[config.mk]
export PLATFORM = sky130hd
export DESIGN_NAME = piezo_echo_detector
export DESIGN_NICKNAME = d
export VERILOG_FILES = /design/src/rtl/piezo_pkg.sv /design/src/rtl/piezo_glitch_filter.sv /design/src/rtl/piezo_echo_detector.sv
export SDC_FILE = /design/constraint.sdc
export NUM_CORES = 1
export LEC_CHECK = 0
export ABC_CLOCK_PERIOD_IN_PS = 6250
export BUFFER_PORTS_ARGS = -buffer_cell sky130_fd_sc_hd__buf_2
export CORE_MARGIN = 3
export CORE_UTILIZATION = 28
export DETAILED_ROUTE_END_ITERATION = 8
export PLACE_DENSITY_LB_ADDON = 0.12
export SLEW_MARGIN = 25
export SYNTH_ARGS = -nofsm -noshare
export SYNTH_HDL_FRONTEND = slang
export SYNTH_HIERARCHICAL = 1
export SYNTH_SLANG_ARGS = --single-unit
[constraint.sdc]
create_clock -name clk -period 6.25 [get_ports clk]
set_input_delay 0 -clock clk [delete_from_list [all_inputs] [get_ports clk]]
set_output_delay 0 -clock clk [all_outputs]
set_load 0.05 [all_outputs]
[src/rtl/piezo_pkg.sv]
// Shared definitions for the piezo ranging receive path: detector state encoding
// and default timing constants, shared with the piezo controller.
package piezo_pkg;

  localparam int PIEZO_SYNC_STAGES    = 2;
  localparam int PIEZO_FILTER_LEN     = 8;
  localparam int PIEZO_BLANK_CYCLES   = 5000;
  localparam int PIEZO_TIMEOUT_CYCLES = 1000000;
  localparam int PIEZO_CNT_W          = 24;

  // The second-echo states only exist when the second-event build is selected.
  typedef enum logic [2:0] {
    ST_IDLE    = 3'd0,
    ST_BLANK   = 3'd1,
    ST_LISTEN  = 3'd2,
    ST_HOLD    = 3'd3
`ifdef PIEZO_ECHO_DETECTOR_SECOND_EVENT_EN
    ,
    ST_BLANK2  = 3'd4,
    ST_LISTEN2 = 3'd5
`endif
  } piezo_det_state_t;

endpackage

[src/rtl/piezo_glitch_filter.sv]
// Echo input conditioning: multi-flop synchroniser followed by counters of
// consecutive high samples (echo qualification) and consecutive low samples (quiet).
module piezo_glitch_filter #(
  parameter int SYNC_STAGES = 2,
  parameter int FILTER_LEN  = 8
) (
  input  logic clk,
  input  logic reset_n,
  input  logic echo_in,
  input  logic enable,
  output logic qualified,
  output logic quiet
);

  localparam int FW = $clog2(FILTER_LEN + 1);
  localparam logic [FW-1:0] FILT_MAX = FW'(FILTER_LEN);

  logic [SYNC_STAGES-1:0] sync_q;
  logic                   echo_s;
  logic [FW-1:0]          filt_q;
  logic [FW-1:0]          filt_d;
  logic [FW-1:0]          quiet_q;
  logic [FW-1:0]          quiet_d;

  assign echo_s = sync_q[SYNC_STAGES-1];

  always_ff @(posedge clk or negedge reset_n) begin
    if (!reset_n) begin
      sync_q <= '0;
    end else begin
      sync_q <= {sync_q[SYNC_STAGES-2:0], echo_in};
    end
  end

  // Both counters saturate at FILTER_LEN so the flags stay asserted on long levels.
  always_comb begin
    filt_d  = '0;
    quiet_d = '0;
    if (enable && echo_s) begin
      filt_d = (filt_q == FILT_MAX) ? filt_q : filt_q + FW'(1);
    end
    if (!echo_s) begin
      quiet_d = (quiet_q == FILT_MAX) ? quiet_q : quiet_q + FW'(1);
    end
  end

  always_ff @(posedge clk or negedge reset_n) begin
    if (!reset_n) begin
      filt_q  <= '0;
      quiet_q <= '0;
    end else begin
      filt_q  <= filt_d;
      quiet_q <= quiet_d;
    end
  end

  assign qualified = (filt_q == FILT_MAX);
  assign quiet     = (quiet_q == FILT_MAX);

endmodule

[src/rtl/piezo_echo_detector.sv]
// Piezo echo detector: arms on each transmit burst, blanks, qualifies an echo and
// reports the burst-to-echo cycle count. PIEZO_ECHO_DETECTOR_SECOND_EVENT_EN adds a second echo.
module piezo_echo_detector
  import piezo_pkg::*;
#(
  parameter int SYNC_STAGES    = PIEZO_SYNC_STAGES,
  parameter int FILTER_LEN     = PIEZO_FILTER_LEN,
  parameter int BLANK_CYCLES   = PIEZO_BLANK_CYCLES,
  parameter int TIMEOUT_CYCLES = PIEZO_TIMEOUT_CYCLES,
  parameter int CNT_W          = PIEZO_CNT_W
) (
  input  logic             clk,
  input  logic             reset_n,
  input  logic             piezo_enable,
  input  logic             echo_in,
  output logic             event_trigger,
  output logic             event_trigger2,
  output logic             timeout,
  output logic             overrun,
  output logic             busy,
  output logic [CNT_W-1:0] elapsed,
  output logic             elapsed_valid
);

  localparam logic [CNT_W-1:0] BLANK_LAST   = CNT_W'(BLANK_CYCLES - 1);
  localparam logic [CNT_W-1:0] TIMEOUT_LAST = CNT_W'(TIMEOUT_CYCLES - 1);

  piezo_det_state_t state_q, state_d;
  logic             en_q;
  logic             burst_start;
  logic [CNT_W-1:0] cnt_q, cnt_d, cnt_inc;
  logic [CNT_W-1:0] blank_q, blank_d;
  logic [CNT_W-1:0] elapsed_q, elapsed_d;
  logic             trig_q, trig_d;
  logic             timeout_q, timeout_d;
  logic             overrun_q, overrun_d;
  logic             busy_q;
  logic             valid_q, valid_d;
  logic             filt_en;
  logic             qualified;
  logic             quiet;
`ifdef PIEZO_ECHO_DETECTOR_SECOND_EVENT_EN
  logic             trig2_q, trig2_d;
`endif

  piezo_glitch_filter #(
    .SYNC_STAGES (SYNC_STAGES),
    .FILTER_LEN  (FILTER_LEN)
  ) u_filter (
    .clk       (clk),
    .reset_n   (reset_n),
    .echo_in   (echo_in),
    .enable    (filt_en),
    .qualified (qualified),
    .quiet     (quiet)
  );

  assign burst_start = piezo_enable && !en_q;
  assign cnt_inc     = (&cnt_q) ? cnt_q : cnt_q + CNT_W'(1);

  always_comb begin
    state_d   = state_q;
    cnt_d     = cnt_q;
    blank_d   = blank_q;
    elapsed_d = elapsed_q;
    trig_d    = 1'b0;
    timeout_d = 1'b0;
    overrun_d = 1'b0;
    valid_d   = 1'b0;
    filt_en   = 1'b0;
`ifdef PIEZO_ECHO_DETECTOR_SECOND_EVENT_EN
    trig2_d   = 1'b0;
`endif

    case (state_q)
      ST_IDLE: begin
        if (burst_start) begin
          state_d = ST_BLANK;
          cnt_d   = '0;
          blank_d = '0;
        end
      end

      ST_BLANK: begin
        cnt_d   = cnt_inc;
        blank_d = blank_q + CNT_W'(1);
        if (blank_q == BLANK_LAST) begin
          state_d = ST_LISTEN;
        end
      end

      // Detection takes priority over a coincident timeout.
      ST_LISTEN: begin
        cnt_d   = cnt_inc;
        filt_en = 1'b1;
        if (qualified) begin
          trig_d    = 1'b1;
          valid_d   = 1'b1;
          elapsed_d = cnt_inc;
`ifdef PIEZO_ECHO_DETECTOR_SECOND_EVENT_EN
          state_d   = ST_BLANK2;
          blank_d   = '0;
`else
          state_d   = ST_HOLD;
`endif
        end else if (cnt_q == TIMEOUT_LAST) begin
          timeout_d = 1'b1;
          state_d   = ST_IDLE;
        end
      end

`ifdef PIEZO_ECHO_DETECTOR_SECOND_EVENT_EN
      // The timeout still runs from burst start while blanking for the second echo.
      ST_BLANK2: begin
        cnt_d   = cnt_inc;
        blank_d = blank_q + CNT_W'(1);
        if (cnt_q == TIMEOUT_LAST) begin
          timeout_d = 1'b1;
          state_d   = ST_HOLD;
        end else if (blank_q == BLANK_LAST) begin
          state_d = ST_LISTEN2;
        end
      end

      ST_LISTEN2: begin
        cnt_d   = cnt_inc;
        filt_en = 1'b1;
        if (qualified) begin
          trig2_d = 1'b1;
          state_d = ST_HOLD;
        end else if (cnt_q == TIMEOUT_LAST) begin
          timeout_d = 1'b1;
          state_d   = ST_HOLD;
        end
      end
`endif

      ST_HOLD: begin
        if (!piezo_enable && quiet) begin
          state_d = ST_IDLE;
        end
      end

      default: begin
        state_d = ST_IDLE;
      end
    endcase

    if (burst_start && (state_q != ST_IDLE)) begin
      overrun_d = 1'b1;
    end
  end

  always_ff @(posedge clk or negedge reset_n) begin
    if (!reset_n) begin
      state_q   <= ST_IDLE;
      en_q      <= 1'b0;
      cnt_q     <= '0;
      blank_q   <= '0;
      elapsed_q <= '0;
      trig_q    <= 1'b0;
      timeout_q <= 1'b0;
      overrun_q <= 1'b0;
      busy_q    <= 1'b0;
      valid_q   <= 1'b0;
    end else begin
      state_q   <= state_d;
      en_q      <= piezo_enable;
      cnt_q     <= cnt_d;
      blank_q   <= blank_d;
      elapsed_q <= elapsed_d;
      trig_q    <= trig_d;
      timeout_q <= timeout_d;
      overrun_q <= overrun_d;
      busy_q    <= (state_d != ST_IDLE);
      valid_q   <= valid_d;
    end
  end

`ifdef PIEZO_ECHO_DETECTOR_SECOND_EVENT_EN
  always_ff @(posedge clk or negedge reset_n) begin
    if (!reset_n) begin
      trig2_q <= 1'b0;
    end else begin
      trig2_q <= trig2_d;
    end
  end

  assign event_trigger2 = trig2_q;
`else
  assign event_trigger2 = 1'b0;
`endif

  assign event_trigger = trig_q;
  assign timeout       = timeout_q;
  assign overrun       = overrun_q;
  assign busy          = busy_q;
  assign elapsed       = elapsed_q;
  assign elapsed_valid = valid_q;

endmodule

==> results by group <==
Run status
  • Run status: finished clean

Global routing
  • Initial antenna violation count: 0
  • Grt total ovfl: 0
  • Overall global routing resource usage: a little over an eighth
  • Wire length of the first global-routing pass: 19,010 um
  • Pin count of the biggest net entering global routing: 62
  • Vias in the first global route: ~3.5k

Logic synthesis
  • Post-synth EDFFs: 0
  • Mux contribution to synthesized area: 4.214%
  • Synthesized area: between 4000 and 5000 um^2
  • Compound-Gate Fraction of Synth Area: 15.10%
  • Sequential share of the synthesized area: about half
  • Yosys top cell by area: dfrtp_1
  • Synth Area in Adders: under 10%
  • Top_reg_cell synth: dfrtp_1
  • Xor/xnor share of the synthesized area: about 3.7%
  • Top cells by area, synth: dfrtp_1 48%, nand2_1 5.4%, o21ai_1 4.1%, nand3_1 3.7%, mux2i_1 3.4%
  • Largest family of logic cells by synthesized area: simple AND/OR/NAND/NOR gates
  • Seq cells post-synth: 90
  • Synth cell types: 55
  • Post-synthesis simple-gate area fraction: between 20 and 25%
  • Avg Cell Area, Syn: 9.495 um^2
  • Synth top area share: 48.01%
  • Post-Synthesis Cells: a little under 500
  • YS warnings: 6
  • FFs w/ async S/R, synth: between 90% and 100%

Setup path
  • CP Launch Type: register
  • Reg-to-Reg End: cnt_q[0]
  • CP Buf/Inv Count: 0
  • Worst stage delay on the critical path: 710 ps
  • Req. time, crit path: 6480 ps
  • Crit-path max FO: 23
  • Setup CP Type: register to register
  • Crit path capture type: register
  • R2R setup slack: ~3600 ps
  • Critical path, cell by cell: nor3_1, nand2b_1, nand2_1, o21ai_1, mux2_2
  • Worst R2R Path Depth: 5
  • Slowest CP cell: nand2_1
  • CP top delay family: simple AND/OR/NAND/NOR gates
  • CP arrival: approximately 2900 ps
  • Worst r2r src: state_q[1]

Clock tree
  • CTS tree: done
  • Maximum level of the CTS H-tree: 3
  • TritonCTS Sinks: 90
  • Later-pin clock latency in the skew report: between 300 and 400 ps
  • CTS clk-pin slew, worst paths: around 60 ps
  • Post-cts gate resize count: 0
  • CTS buffer count: 9
  • Max clock buf depth: 2
  • Root Buffer: clkbuf_16

Finish
  • Share of post-route cells with drive strength above 1: 11.65%
  • Area occupied by registers: between 2000 and 2500 um^2
  • Nets@finish: between 500 and 600
  • ANT cells: 0
  • Layout filler cell count: 1,686
  • Multi-input logic area: between 2000 and 2500 um^2
  • Area Overhead vs Synth: 13.18%

Die
  • Die span in x: 135.4 um
  • Ports: 34
  • Row count: 46
  • Die H: 135.4 um
  • Initial Util: between 20% and 30%
  • Core footprint: about 16,000 um^2
  • Total Die Area: around 18,000 um^2

Timing
  • Slew of the pin with the lowest slew margin: roughly 960 ps
  • Slew HR: a little over a third
  • Slew Limit Fails: 0
  • Max Clock Skew: 3.263 ps
  • Max Clk Rate: 374.0 MHz
  • Final min period: about 2700 ps
  • Final setup vio count: 0
  • Sum Neg Setup Slack: 0 ps
  • RSZ-0062 raised after global routing: false
  • Hold Violations, Final: 0
  • Final Cycle Share: a little over two fifths

Pwr
  • Final total power: 1.410 mW
  • Pwr dens: 265.6 nW/um^2
  • Largest vdd supply drop: about 0.14 mV
  • Standby leakage power: ~2.3 nW

Worst hold path
  • Min-Delay Path Class: input pin to asynchronous set/reset pin

Placement
  • Post-DP HPWL: roughly 7700 um
  • Final GP Congestion: approximately 0.77
  • I/O Buffers: 32

Detailed routing
  • WL met3: roughly 360 um
  • Top Metal Used: met4
  • DR WL met2: between 4000 and 5000 um
  • Routed WL: between 10,000 and 15,000 um
  • M1 WL: ~5900 um
  • Via Count: ~3.6k
  • DRC errors left: 0
  • DRT antenna net count: 0
  • Drt pass-1 iters: 4
  • WL per Instance: 15.36 um
  • DR iter-0 viols: around 300
  • Via/cell ratio: roughly 5

Flow run
  • Max-cap viol count: 0
## area by class of cell
class | count | share of cell area (%)
flip-flops and latches | 90 | 42.42
multi-input cells | 361 | 42.30
well taps | 216 | 5.091
clock buffers | 9 | 4.242
repair buffers | 36 | 3.771
clock inverters | 7 | 1.320
inverters | 12 | 0.8485
## cells in the mapped netlist (all sizes together), types with 2 or more instances
master	number
xnor2	12
a22o	2
and2	4
clkbuf	12
xor2	8
nand3b	3
and3	10
a311oi	2
a31oi	14
mux2	3
o2111ai	3
nand2	68
a21o	5
and3b	2
a211oi	3
o21ai	45
a21oi	12
nor4	10
nand4	10
a41oi	2
nor2b	4
dfrtp	90
buf	20
o211ai	14
nor4b	4
nor3b	3
o31ai	6
nor3	10
inv	12
or4	5
ha	6
nor2	16
and4	6
nand3	35
nand2b	8
mux2i	16
## cell families after synthesis
group / after synthesis
AO/OA/AOI/OAI: 112
adder cells (fa/ha/maj): 6
multiplexers: 19
flip-flops: 90
AND/OR/NAND/NOR: 202
other: 1
buffers and inverters: 44
XOR/XNOR: 20
## worst max path at each step
stage	startpoint	to	cells past startpoint	slack, ps
4_1_cts	state_q[1]	cnt_q[0]	5	3600
3_3_place_gp	u_filter/filt_q[0]	elapsed[19]	6	3680
2_1_floorplan	cnt_q[0]	elapsed[19]	9	4010
3_5_place_dp	state_q[1]	cnt_q[0]	5	3610
6_report	state_q[1]	cnt_q[0]	5	3580
5_1_grt	u_filter/filt_q[0]	elapsed[23]	6	3340
## routing by layer
layer | track usage, % | up-vias
li1 | - | 1827
met1 | 19.32 | 1729
met2 | 19.03 | 60
met3 | 1.857 | 10
met4 | 5.263 | 0
met5 | 0 | -
## metrics by stage
| step | std cells | worst slack, ps | area, um^2 | utilization (%) | hold slack, ps |
|---|---|---|---|---|---|
| floorplan | 495 | 4015 | 4695 | - | -295.6 |
| global placement | 712 | 3682 | 4984 | 30.92 | -43.76 |
| detailed placement | 712 | 3610 | 4984 | 30.92 | -37.55 |
| CTS | 731 | 3598 | 5309 | 32.94 | 164.5 |
| global route | 731 | 3340 | 5309 | 32.94 | 208.1 |
| finish | 731 | 3576 | 5309 | 32.94 | 133.1 |
## timing repair
action / 4_1_cts / 5_1_grt
endpoints found under the setup margin: 0 / 0
buffers inserted: 0 / 0
hold buffers: 3 / 0
hold endpoints to repair: 32 / 0
## placed cells by master, fill, tap and decap left out, drive strengths merged, types with 9 or more instances in the layout
cell type	instances
a21oi	12
a31oi	14
and3	10
buf	33
clkbuf	9
dfrtp	90
inv	12
mux2i	16
nand2	68
nand3	35
nand4	10
nor2	16
nor3	10
nor4	10
o211ai	14
o21ai	45
xnor2	12
## power by group
group / switching, mW / internal, mW / leakage (nW)
clock network: 0.239 / 0.309 / 0.145
registers: 0.0858 / 0.629 / 1.23
logic: 0.0838 / 0.0633 / 0.914
total: 0.409 / 1.00 / 2.29
## state kept, by name, summed over array words and instances (netlist names)
signal / cells
u_filter/filt_q: 4
state_q: 3
elapsed_valid: 1
blank_q: 24
u_filter/quiet_q: 4
overrun: 1
cnt_q: 24
u_filter/sync_q: 2
busy: 1
timeout: 1
en_q: 1
elapsed: 24
(Power assumes the default switching activity.)
